===== src/rtl/s_axi_write_ctrl_if.sv =====
// AXI4-Lite write-channel bundle (AW, W, B) between the PS master and the
// sequencer register-file write slave.
interface s_axi_write_ctrl_if #(
  parameter int unsigned ADDR_WIDTH = 16,
  parameter int unsigned DATA_WIDTH = 32
);

  logic [ADDR_WIDTH-1:0]   S_AXI_AWADDR;
  logic                    S_AXI_AWVALID;
  logic                    S_AXI_AWREADY;
  logic [DATA_WIDTH-1:0]   S_AXI_WDATA;
  logic [DATA_WIDTH/8-1:0] S_AXI_WSTRB;
  logic                    S_AXI_WVALID;
  logic                    S_AXI_WREADY;
  logic [1:0]              S_AXI_BRESP;
  logic                    S_AXI_BVALID;
  logic                    S_AXI_BREADY;

  modport master (
    output S_AXI_AWADDR, S_AXI_AWVALID, S_AXI_WDATA, S_AXI_WSTRB, S_AXI_WVALID, S_AXI_BREADY,
    input  S_AXI_AWREADY, S_AXI_WREADY, S_AXI_BRESP, S_AXI_BVALID
  );

  modport slave (
    input  S_AXI_AWADDR, S_AXI_AWVALID, S_AXI_WDATA, S_AXI_WSTRB, S_AXI_WVALID, S_AXI_BREADY,
    output S_AXI_AWREADY, S_AXI_WREADY, S_AXI_BRESP, S_AXI_BVALID
  );

endinterface


===== src/rtl/s_axi_write_ctrl.sv =====
// AXI4-Lite write slave for the DFX sequencer register file. Collects AW and W
// in any order, decodes into a bank0 register or bank1 slot/field write pulse,
// and answers OKAY or SLVERR with a saturating error count.
module s_axi_write_ctrl #(
  parameter int unsigned ADDR_WIDTH       = 16,
  parameter int unsigned DATA_WIDTH       = 32,
  parameter int unsigned SLOT_INDEX_WIDTH = 3,
  parameter int unsigned FIELD_COUNT      = 6,
  parameter logic [15:0] BANK0_VALID_MASK = 16'h0039,
  parameter int unsigned ERR_CNT_WIDTH    = 8
) (
  input  logic                        clk,
  input  logic                        reset,
  s_axi_write_ctrl_if.slave           s_axi,
  input  logic                        wr_lock,
  output logic                        wr_bank0_en,
  output logic [3:0]                  wr_bank0_reg,
  output logic                        wr_bank1_en,
  output logic [SLOT_INDEX_WIDTH-1:0] wr_bank1_slot,
  output logic [3:0]                  wr_bank1_field,
  output logic [DATA_WIDTH-1:0]       wr_data,
  output logic [DATA_WIDTH/8-1:0]     wr_strb,
  output logic [ERR_CNT_WIDTH-1:0]    err_cnt
);

  localparam logic [1:0] RespOkay   = 2'b00;
  localparam logic [1:0] RespSlvErr = 2'b10;

  // Address bits between the bank select and the decoded index must be zero.
  localparam logic [ADDR_WIDTH-1:0] BelowBankMask = {2'b00, {(ADDR_WIDTH-2){1'b1}}};
  localparam logic [ADDR_WIDTH-1:0] Bank0LowMask  = ADDR_WIDTH'(10'h3FF);
  localparam logic [ADDR_WIDTH-1:0] Bank1LowMask  =
      (ADDR_WIDTH'(1) << (SLOT_INDEX_WIDTH + 6)) - ADDR_WIDTH'(1);
  localparam logic [ADDR_WIDTH-1:0] Bank0HiMask   = BelowBankMask & ~Bank0LowMask;
  localparam logic [ADDR_WIDTH-1:0] Bank1HiMask   = BelowBankMask & ~Bank1LowMask;

  typedef enum logic [1:0] {StCollect, StCommit, StResp} state_e;

  state_e                     state_q, state_d;
  logic                       aw_held_q, w_held_q;
  logic [ADDR_WIDTH-1:0]      addr_q;
  logic [DATA_WIDTH-1:0]      data_q;
  logic [DATA_WIDTH/8-1:0]    strb_q;
  logic [1:0]                 resp_q;
  logic [ERR_CNT_WIDTH-1:0]   err_cnt_q;

  logic       aw_ready, w_ready, b_valid;
  logic       aw_hs, w_hs;
  logic [1:0] bank;
  logic       bank0_ok, bank1_ok, dec_valid;
  logic       commit_err;

  assign aw_hs = s_axi.S_AXI_AWVALID & aw_ready;
  assign w_hs  = s_axi.S_AXI_WVALID & w_ready;

  // Address decode of the held write, evaluated while in StCommit.
  always_comb begin
    bank     = addr_q[ADDR_WIDTH-1 -: 2];
    bank0_ok = ((addr_q & Bank0HiMask) == '0) && BANK0_VALID_MASK[addr_q[9:6]];
    bank1_ok = ((addr_q & Bank1HiMask) == '0) && ({28'd0, addr_q[5:2]} < FIELD_COUNT) &&
               !wr_lock;
    unique case (bank)
      2'd0:    dec_valid = bank0_ok;
      2'd1:    dec_valid = bank1_ok;
      default: dec_valid = 1'b0;
    endcase
  end

  // Next-state logic plus handshake and write-pulse outputs.
  always_comb begin
    state_d     = state_q;
    aw_ready    = 1'b0;
    w_ready     = 1'b0;
    b_valid     = 1'b0;
    wr_bank0_en = 1'b0;
    wr_bank1_en = 1'b0;
    commit_err  = 1'b0;
    unique case (state_q)
      StCollect: begin
        aw_ready = ~aw_held_q;
        w_ready  = ~w_held_q;
        if ((aw_held_q | aw_hs) && (w_held_q | w_hs)) state_d = StCommit;
      end
      StCommit: begin
        state_d = StResp;
        if (!dec_valid) begin
          commit_err = 1'b1;
        end else if (strb_q != '0) begin
          wr_bank0_en = (bank == 2'd0);
          wr_bank1_en = (bank == 2'd1);
        end
      end
      StResp: begin
        b_valid = 1'b1;
        if (s_axi.S_AXI_BREADY) state_d = StCollect;
      end
      default: state_d = StCollect;
    endcase
  end

  // FSM state register.
  always_ff @(posedge clk or posedge reset) begin
    if (reset) state_q <= StCollect;
    else       state_q <= state_d;
  end

  // Held AW/W payloads, response code and saturating error counter.
  always_ff @(posedge clk or posedge reset) begin
    if (reset) begin
      aw_held_q <= 1'b0;
      w_held_q  <= 1'b0;
      addr_q    <= '0;
      data_q    <= '0;
      strb_q    <= '0;
      resp_q    <= RespOkay;
      err_cnt_q <= '0;
    end else begin
      if (aw_hs) begin
        addr_q    <= s_axi.S_AXI_AWADDR;
        aw_held_q <= 1'b1;
      end
      if (w_hs) begin
        data_q   <= s_axi.S_AXI_WDATA;
        strb_q   <= s_axi.S_AXI_WSTRB;
        w_held_q <= 1'b1;
      end
      if (state_q == StCommit) resp_q <= dec_valid ? RespOkay : RespSlvErr;
      if (state_q == StResp && s_axi.S_AXI_BREADY) begin
        aw_held_q <= 1'b0;
        w_held_q  <= 1'b0;
      end
      if (commit_err && (err_cnt_q != {ERR_CNT_WIDTH{1'b1}})) err_cnt_q <= err_cnt_q + 1'b1;
    end
  end

  assign s_axi.S_AXI_AWREADY = aw_ready;
  assign s_axi.S_AXI_WREADY  = w_ready;
  assign s_axi.S_AXI_BVALID  = b_valid;
  assign s_axi.S_AXI_BRESP   = b_valid ? resp_q : RespOkay;

  assign wr_bank0_reg   = addr_q[9:6];
  assign wr_bank1_slot  = addr_q[SLOT_INDEX_WIDTH+5:6];
  assign wr_bank1_field = addr_q[5:2];
  assign wr_data        = data_q;
  assign wr_strb        = strb_q;
  assign err_cnt        = err_cnt_q;

endmodule


===== src/flat_wrapper.sv =====
// flat-port wrapper written by rule: the top's interface ports become plain ports
module s_axi_write_ctrl_flat 
#(
  parameter int unsigned ADDR_WIDTH       = 16,
  parameter int unsigned DATA_WIDTH       = 32,
  parameter int unsigned SLOT_INDEX_WIDTH = 3,
  parameter int unsigned FIELD_COUNT      = 6,
  parameter logic [15:0] BANK0_VALID_MASK = 16'h0039,
  parameter int unsigned ERR_CNT_WIDTH    = 8
)
  (clk, reset, wr_lock, wr_bank0_en, wr_bank0_reg, wr_bank1_en, wr_bank1_slot, wr_bank1_field, wr_data, wr_strb, err_cnt, s_axi_S_AXI_AWADDR, s_axi_S_AXI_AWVALID, s_axi_S_AXI_WDATA, s_axi_S_AXI_WSTRB, s_axi_S_AXI_WVALID, s_axi_S_AXI_BREADY, s_axi_S_AXI_AWREADY, s_axi_S_AXI_WREADY, s_axi_S_AXI_BRESP, s_axi_S_AXI_BVALID);
  s_axi_write_ctrl_if #(.ADDR_WIDTH(ADDR_WIDTH), .DATA_WIDTH(DATA_WIDTH)) s_axi_i ();
  input  logic clk;
  input  logic reset;
  input  logic wr_lock;
  output logic wr_bank0_en;
  output logic [3:0] wr_bank0_reg;
  output logic wr_bank1_en;
  output logic [SLOT_INDEX_WIDTH-1:0] wr_bank1_slot;
  output logic [3:0] wr_bank1_field;
  output logic [DATA_WIDTH-1:0] wr_data;
  output logic [DATA_WIDTH/8-1:0] wr_strb;
  output logic [ERR_CNT_WIDTH-1:0] err_cnt;
  input wire logic [$bits(s_axi_i.S_AXI_AWADDR)-1:0] s_axi_S_AXI_AWADDR;
  input wire logic [$bits(s_axi_i.S_AXI_AWVALID)-1:0] s_axi_S_AXI_AWVALID;
  input wire logic [$bits(s_axi_i.S_AXI_WDATA)-1:0] s_axi_S_AXI_WDATA;
  input wire logic [$bits(s_axi_i.S_AXI_WSTRB)-1:0] s_axi_S_AXI_WSTRB;
  input wire logic [$bits(s_axi_i.S_AXI_WVALID)-1:0] s_axi_S_AXI_WVALID;
  input wire logic [$bits(s_axi_i.S_AXI_BREADY)-1:0] s_axi_S_AXI_BREADY;
  output wire logic [$bits(s_axi_i.S_AXI_AWREADY)-1:0] s_axi_S_AXI_AWREADY;
  output wire logic [$bits(s_axi_i.S_AXI_WREADY)-1:0] s_axi_S_AXI_WREADY;
  output wire logic [$bits(s_axi_i.S_AXI_BRESP)-1:0] s_axi_S_AXI_BRESP;
  output wire logic [$bits(s_axi_i.S_AXI_BVALID)-1:0] s_axi_S_AXI_BVALID;
  assign s_axi_i.S_AXI_AWADDR = s_axi_S_AXI_AWADDR;
  assign s_axi_i.S_AXI_AWVALID = s_axi_S_AXI_AWVALID;
  assign s_axi_i.S_AXI_WDATA = s_axi_S_AXI_WDATA;
  assign s_axi_i.S_AXI_WSTRB = s_axi_S_AXI_WSTRB;
  assign s_axi_i.S_AXI_WVALID = s_axi_S_AXI_WVALID;
  assign s_axi_i.S_AXI_BREADY = s_axi_S_AXI_BREADY;
  assign s_axi_S_AXI_AWREADY = s_axi_i.S_AXI_AWREADY;
  assign s_axi_S_AXI_WREADY = s_axi_i.S_AXI_WREADY;
  assign s_axi_S_AXI_BRESP = s_axi_i.S_AXI_BRESP;
  assign s_axi_S_AXI_BVALID = s_axi_i.S_AXI_BVALID;
  s_axi_write_ctrl #(.ADDR_WIDTH(ADDR_WIDTH), .DATA_WIDTH(DATA_WIDTH), .SLOT_INDEX_WIDTH(SLOT_INDEX_WIDTH), .FIELD_COUNT(FIELD_COUNT), .BANK0_VALID_MASK(BANK0_VALID_MASK), .ERR_CNT_WIDTH(ERR_CNT_WIDTH)) u_core (.clk(clk), .reset(reset), .s_axi(s_axi_i), .wr_lock(wr_lock), .wr_bank0_en(wr_bank0_en), .wr_bank0_reg(wr_bank0_reg), .wr_bank1_en(wr_bank1_en), .wr_bank1_slot(wr_bank1_slot), .wr_bank1_field(wr_bank1_field), .wr_data(wr_data), .wr_strb(wr_strb), .err_cnt(err_cnt));
endmodule

===== config.mk =====
export PLATFORM = sky130hd
export DESIGN_NAME = s_axi_write_ctrl_flat
export DESIGN_NICKNAME = d
export VERILOG_FILES = /design/src/rtl/s_axi_write_ctrl_if.sv /design/src/rtl/s_axi_write_ctrl.sv /design/src/flat_wrapper.sv
export SDC_FILE = /design/constraint.sdc
export NUM_CORES = 1
export LEC_CHECK = 0
export CAP_MARGIN = 20
export CORE_UTILIZATION = 41
export CTS_CLUSTER_DIAMETER = 30
export CTS_CLUSTER_SIZE = 40
export DETAILED_ROUTE_END_ITERATION = 16
export PLACE_DENSITY = 0.75
export SYNTH_ARGS = -nofsm -noshare
export SYNTH_HDL_FRONTEND = slang
export SYNTH_SLANG_ARGS = --single-unit

===== constraint.sdc =====
create_clock -name clk -period 2.78 [get_ports clk]
set_input_delay 0.556 -clock clk [delete_from_list [all_inputs] [get_ports clk]]
set_output_delay 0.556 -clock clk [all_outputs]
set_load 0.03 [all_outputs]

==> After elaboration in Yosys (flattened, before gate mapping) <==
Memory sizes are Yosys's and may differ from the RTL's.
Index checks and enable logic that the tools add are counted.
{ "totals": {"regBits": 66, "mem_bits_ro": 16, "in_bits": 58, "out_inout_bits": 62, "word_cells": 61, "n_memories": 1} }
{ "op_classes": {"addsub": 1, "magnitude_cmp": 2, "eq_ne": 6, "muxes": 22, "bitwise": 6, "reduce_logical": 15} }
{ "mem_list": {"columns": ["name", "depth", "word_bits", "rd", "rd_clocked_by_memory_dff", "wr", "line", "rtl"], "rows": [
  ["(no name shown)", 16, 1, 1, 0, 0, "s_axi_write_ctrl.sv:59", "bank0_ok = ((addr_q & Bank0HiMask) == '0) && BANK0_VALID_MASK[addr_q[9:6]];"]
]} }
{ "ops": {"columns": ["cell", "count"], "rows": [
  ["$logic_not 16->1", 2],
  ["$mux 1", 16],
  ["$add 8x1->8 const B", 1],
  ["$mux 2", 4],
  ["$ne 8x8->1 const B", 1],
  ["$logic_and 1x1->1", 6],
  ["$pmux 2 s3", 1],
  ["$lt 4x5->1 const B", 1],
  ["$eq 2x1->1 const B", 2],
  ["$logic_not 2->1", 2],
  ["$lt 4x3->1 const B", 1],
  ["$reduce_bool 2->1", 2],
  ["$reduce_bool 4->1", 1],
  ["$and 1x1->1", 2],
  ["$eq 2x2->1 const B", 1],
  ["$ne 2x1->1 const B", 1],
  ["$ne 2x2->1 const B", 1],
  ["$not 1->1", 2],
  ["$or 1x1->1", 2],
  ["$pmux 1 s2", 1],
  ["$reduce_and 2->1", 1],
  ["$logic_not 1->1", 1]
]} }

==> Logic depth before layout (Yosys ltp) <==
{ "depth": {"word_depth": 7, "mapped_depth": 6, "depth_no_buf": 5} }

==> Worst setup path before layout <==
OpenSTA, ideal clock, no wires.
{ "synth_timing": {"path_kind": "register to output", "start": "reg u_core.addr_q[15]", "end": "out wr_bank0_en", "arrival_time_ns": 2.005, "required_ns": 2.224, "setup_slack_ns": 0.219, "path_stages_with_launch": 5, "path_buffers": 0, "path_cell_list": "dfrtp_1 or4_4 a2111oi_4 nand3_1 nor2_1"} }
{ "synth_via": {"elab_chain_len": 4, "elab_cells_between_ends": 6, "cone_classes": "eq/ne (1); mux (4); reduce/logical (1)"} }
{ "synth_lines": {"columns": ["element", "line", "rtl"], "rows": [
  ["from (decl)", "s_axi_write_ctrl.sv:41", "logic [ADDR_WIDTH-1:0] addr_q;"],
  ["from (signal assigned)", "s_axi_write_ctrl.sv:119", "addr_q <= s_axi.S_AXI_AWADDR;"],
  ["$eq 2x1->1 / $logic_not 2->1 (equally long branches)", "s_axi_write_ctrl.sv:62, s_axi_write_ctrl.sv:89", null],
  ["$pmux 1 s2 / $mux 1 (equally long branches)", "s_axi_write_ctrl.sv:62, s_axi_write_ctrl.sv:88", null],
  ["$mux 1 *", "s_axi_write_ctrl.sv:86", "if (!dec_valid) begin"],
  ["$mux 1 *", "s_axi_write_ctrl.sv:78", "unique case (state_q)"],
  ["to (decl)", "flat_wrapper.sv:16", "output logic wr_bank0_en;"]
]} }
Every way passes the cells marked *; elsewhere a longest branch is shown, timed or not.

==> Worst setup path after layout <==
{ "layout_timing": {"start": "in wr_lock", "end": "out wr_bank0_en"} }
{ "layout_via": {"elab_chain_len": 5} }
{ "layout_lines": {"columns": ["element", "line", "rtl"], "rows": [
  ["from (decl)", "flat_wrapper.sv:15", "input logic wr_lock;"],
  ["$logic_not 1->1", "s_axi_write_ctrl.sv:61", "!wr_lock;"],
  ["$logic_and 1x1->1", "s_axi_write_ctrl.sv:60", "bank1_ok = ((addr_q & Bank1HiMask) == '0) && ({28'd0, addr_q[5:2]} < FIELD_COUNT) &&"],
  ["$pmux 1 s2", "s_axi_write_ctrl.sv:62", "unique case (bank)"],
  ["$mux 1", "s_axi_write_ctrl.sv:86", null],
  ["$mux 1", "s_axi_write_ctrl.sv:78", null]
]} }
No other way between the ends.

==> results_tabular.tex <==
\begin{tabular}{lr}
\hline
Metric & Value \\
\hline
\multicolumn{2}{l}{\textbf{Run status}} \\
\quad Status & complete, no violations \\
\multicolumn{2}{l}{\textbf{Place}} \\
\quad Final HPWL DP & $\sim$4200 um \\
\quad Count of buffers from port buffering & around 120 \\
\quad Cell area after placement & $\sim$0.0038 mm2 \\
\quad Final weighted congestion in routability-driven placement & 0.7659 \\
\multicolumn{2}{l}{\textbf{Clock network}} \\
\quad CTS tree & done \\
\quad Hold Buf Count CTS & 0 \\
\quad Clk slew on worst S/H paths & 0.06 ns \\
\quad Postcts setup bufs & 0 \\
\quad Cell at the root of the clock tree & sky130\_fd\_sc\_hd\_\_clkbuf\_8 \\
\quad Post-CTS sizing & 0 \\
\quad Bufs on Longest Clock Path & 2 \\
\quad \# clock sinks & 63 \\
\quad Maximum level of the CTS H-tree & 3 \\
\quad Latest clock arrival within the worst-skew pair & 0.33 ns \\
\quad Cts bufs inserted & 9 \\
\multicolumn{2}{l}{\textbf{Worst setup path}} \\
\quad Beginning of the critical path & wr\_lock \\
\quad Destination of the critical timing path & wr\_bank0\_en \\
\quad Launch instance of the worst register-to-register path & u\_core.addr\_q[9]\$\_DFFE\_PP0P\_ \\
\quad Critical R2R Capture & u\_core.err\_cnt[1]\$\_DFFE\_PP0P\_ \\
\quad Critical path class & input port to output pin \\
\quad Critical path peak fanout & 2 \\
\quad Sort of element at the start of the critical path & input port \\
\quad Worst EP arrival & 2.06 ns \\
\quad Worst Reg-to-Reg Cells & 5 \\
\quad Worst setup slack for register-to-register paths & 0.81 ns \\
\quad Category of the worst setup path capture point & output pin \\
\quad Worst endpoint required time & 2.22 ns \\
\multicolumn{2}{l}{\textbf{STA}} \\
\quad Portion of the clock cycle consumed by the worst path in the final layout & 0.9408 \\
\quad Final Hold Viols & 0 \\
\quad Slew headroom & 0.5939 \\
\quad Count of pins over their slew limit & 0 \\
\quad Upper clock frequency limit & 382.3 MHz \\
\quad Final Setup Violations & 0 \\
\quad Final critical path time including I/O delays and setup & 2.616 ns \\
\quad Unrepaired setup endpoints after global routing & no \\
\quad Worst-margin pin slew & approximately 0.61 ns \\
\quad Worst clock skew & between 0.01 and 0.015 ns \\
\quad Hold slack & 0.4750 ns \\
\quad Accumulated negative setup slack & 0 ns \\
\multicolumn{2}{l}{\textbf{Cells and area}} \\
\quad Final design utilization & 0.6674 \\
\quad Antenna Cells & 0 \\
\quad Share of layout cells above drive strength 1 & 0.2492 \\
\quad Signed area change from the synthesized netlist to the final layout & 53.30\% \\
\quad Number of nets in the finished design & between 300 and 400 \\
\quad Final cell area excluding filler cells & 0.004045 mm2 \\
\quad Filler Cells Inserted & about 460 \\
\multicolumn{2}{l}{\textbf{Floorplan}} \\
\quad Die X & 82.23 um \\
\quad DIE HEIGHT & just over 80 um \\
\quad Starting Density & 0.4354 \\
\quad Core box area & between 0.006 and 0.007 mm2 \\
\quad Full die area & 0.006761 mm2 \\
\quad Io pins & 120 \\
\quad Num rows & 28 \\
\multicolumn{2}{l}{\textbf{Yosys}} \\
\quad Synth Net Count & 249 \\
\quad Per-instance average area after synthesis & 13.89 um2 \\
\quad Synth async-reset ratio & 1.000 \\
\quad Synthesized instance count & 190 \\
\quad Area share of the largest cell type after synthesis & 0.5974 \\
\quad Number of enable flip-flop cells after synthesis & 0 \\
\quad Part of the Yosys area used for sequential elements & 0.5974 \\
\quad Number of warnings issued by yosys & 0 \\
\quad Largest cells by area after synthesis & sky130\_fd\_sc\_hd\_\_dfrtp\_1 (60\%), sky130\_fd\_sc\_hd\_\_mux2\_2 (21\%), sky130\_fd\_sc\_hd\_\_buf\_4 (3.4\%) \\
\quad Count of unique library cells instantiated by Yosys & 31 \\
\quad Most frequently used flop master after synthesis & sky130\_fd\_sc\_hd\_\_dfrtp\_1 \\
\quad Netlist Area Pre-Place & 0.002639 mm2 \\
\quad \#FFs+latches synth & 63 \\
\quad Cell taking the most area after synthesis & sky130\_fd\_sc\_hd\_\_dfrtp\_1 \\
\multicolumn{2}{l}{\textbf{GRT}} \\
\quad Antenna violations before repair & 0 \\
\quad Sum of overflow across all layers after global routing & 0 \\
\quad Number of global-route vias before repair & 1867 \\
\quad Wire length of the first global-routing pass & 8845 um \\
\quad Overall fraction of global-route tracks in use & 0.1820 \\
\quad Maximum number of pins on one net before global-route repair & 31 \\
\multicolumn{2}{l}{\textbf{Run}} \\
\quad Count of max-cap constraint violations & 0 \\
\multicolumn{2}{l}{\textbf{Route}} \\
\quad Router iterations before antenna repair & 4 \\
\quad Antenna-violating nets left & 0 \\
\quad Routed wire per std cell & approximately 15 um \\
\quad Via count & 1832 \\
\quad First DRT Iteration DRCs & 47 \\
\quad Post-detailed-route via-to-cell ratio & 4.771 \\
\quad Drc violations & 0 \\
\quad Overall routed net length & 5707 um \\
\multicolumn{2}{l}{\textbf{Power}} \\
\quad Static power due to leakage & roughly 1.7 nW \\
\quad Max VDD drop & 788.3 uV \\
\quad Power per standard cell area & 1279 mW/mm2 \\
\quad Overall power after layout & 5.172 mW \\
\multicolumn{2}{l}{\textbf{Worst hold path}} \\
\quad Kind of path behind the tightest hold check & register to register \\
\quad HP Start & u\_core.resp\_q[1]\$\_DFFE\_PP0P\_ \\
\hline
\end{tabular}
[cell usage after synthesis, types with 4 or more instances]
cell type                 count
sky130_fd_sc_hd__buf_2        4
sky130_fd_sc_hd__buf_4       12
sky130_fd_sc_hd__dfrtp_1     63
sky130_fd_sc_hd__mux2_2      49
sky130_fd_sc_hd__nand2_1      5
sky130_fd_sc_hd__nor2_1      11
sky130_fd_sc_hd__xor2_1       7
[kinds of logic (layout without fill, tap and decap cells)]
logic type,after synthesis,after routing,share of synthesized area
AO/OA/AOI/OAI,9,9,0.02798
XOR/XNOR,7,7,0.02323
adder cells (fa/ha/maj),1,1,0.004741
buffers and inverters,21,140,0.04884
flip-flops,63,63,0.5974
multiplexers,50,50,0.2148
other,1,1,0.001421
AND/OR/NAND/NOR,38,38,0.08156
[state kept, by name, summed over array words and instances, names as in the netlist]
name,cells
u_core.aw_held_q,1
u_core.resp_q,1
u_core.addr_q,14
u_core.state_q,2
u_core.wr_strb,4
u_core.w_held_q,1
u_core.wr_data,32
u_core.err_cnt,8
[critical path: stages]
cell and delay [ns]:
sky130_fd_sc_hd__clkdlybuf4s50_1 0.40, sky130_fd_sc_hd__a211oi_1 0.22, sky130_fd_sc_hd__nand2_1 0.13, sky130_fd_sc_hd__a2111oi_4 0.32
sky130_fd_sc_hd__nand3_1 0.16, sky130_fd_sc_hd__nor2_1 0.12, sky130_fd_sc_hd__buf_4 0.17
[cells in the final DEF (no fill, tap or decap), drive strengths merged]
cell	n
o21ai	3
ha	1
clkdlybuf4s50	114
conb	1
inv	3
dfrtp	63
or2b	2
bufinv	2
nor2	11
and2	3
nand4	3
nor2b	2
a2111oi	1
clkbuf	13
clkinv	1
mux2	50
nor4	1
and4	1
nand2	5
or4	2
and3	1
nor4bb	1
a211oi	1
a41oi	1
buf	7
nor3b	2
a21oi	3
nand3	1
nor3	3
xor2	7
[per-layer routing]
metal	routed length, um	vias up	track usage
met4	94	0	0.08947
met5	0	-	0
li1	-	874	-
met1	2397	874	0.2085
met2	2576	74	0.2802
met3	638	10	0.09231
[final cells by class]
cell class | instances | area (um2) | share of cell area
multi-input combinational | 106 | 933.4 | 0.2307
clock inverter | 3 | 65.06 | 0.01608
sequential | 63 | 1577 | 0.3897
inverter | 3 | 11.26 | 0.002784
timing repair buffer | 121 | 1206 | 0.2982
tap | 75 | 93.84 | 0.02320
clock buffer | 13 | 158.9 | 0.03928
[through the flow]
| stage | instances | setup WS [ns] |
|---|---|---|
| after global routing | 384 | 0.04404 |
| after detailed placement | 368 | 0.09187 |
| after floorplan | 190 | 0.2190 |
| after global placement | 368 | 0.1011 |
| final | 384 | 0.1645 |
| after CTS | 384 | 0.09579 |
[worst min path at each step]
| stage | to | slack [ns] | depth (start not counted) |
|---|---|---|---|
| after floorplan | u_core.resp_q[1]$_DFFE_PP0P_ | 0.44 | 2 |
| after global placement | u_core.resp_q[1]$_DFFE_PP0P_ | 0.46 | 2 |
| after detailed placement | u_core.resp_q[1]$_DFFE_PP0P_ | 0.46 | 2 |
| after CTS | u_core.resp_q[1]$_DFFE_PP0P_ | 0.48 | 2 |
| after global routing | u_core.resp_q[1]$_DFFE_PP0P_ | 0.50 | 2 |
| final | u_core.resp_q[1]$_DFFE_PP0P_ | 0.48 | 2 |
[power by group]
part           switching, mW  leakage (nW)  internal (mW)  total (mW)
Clock                  0.336         0.114          0.554       0.889
Sequential             0.309         0.756           1.37        1.68
Combinational           1.35         0.840           1.26        2.61
Total                   2.00          1.71           3.18        5.17
Power figures use the tool's default switching activity.
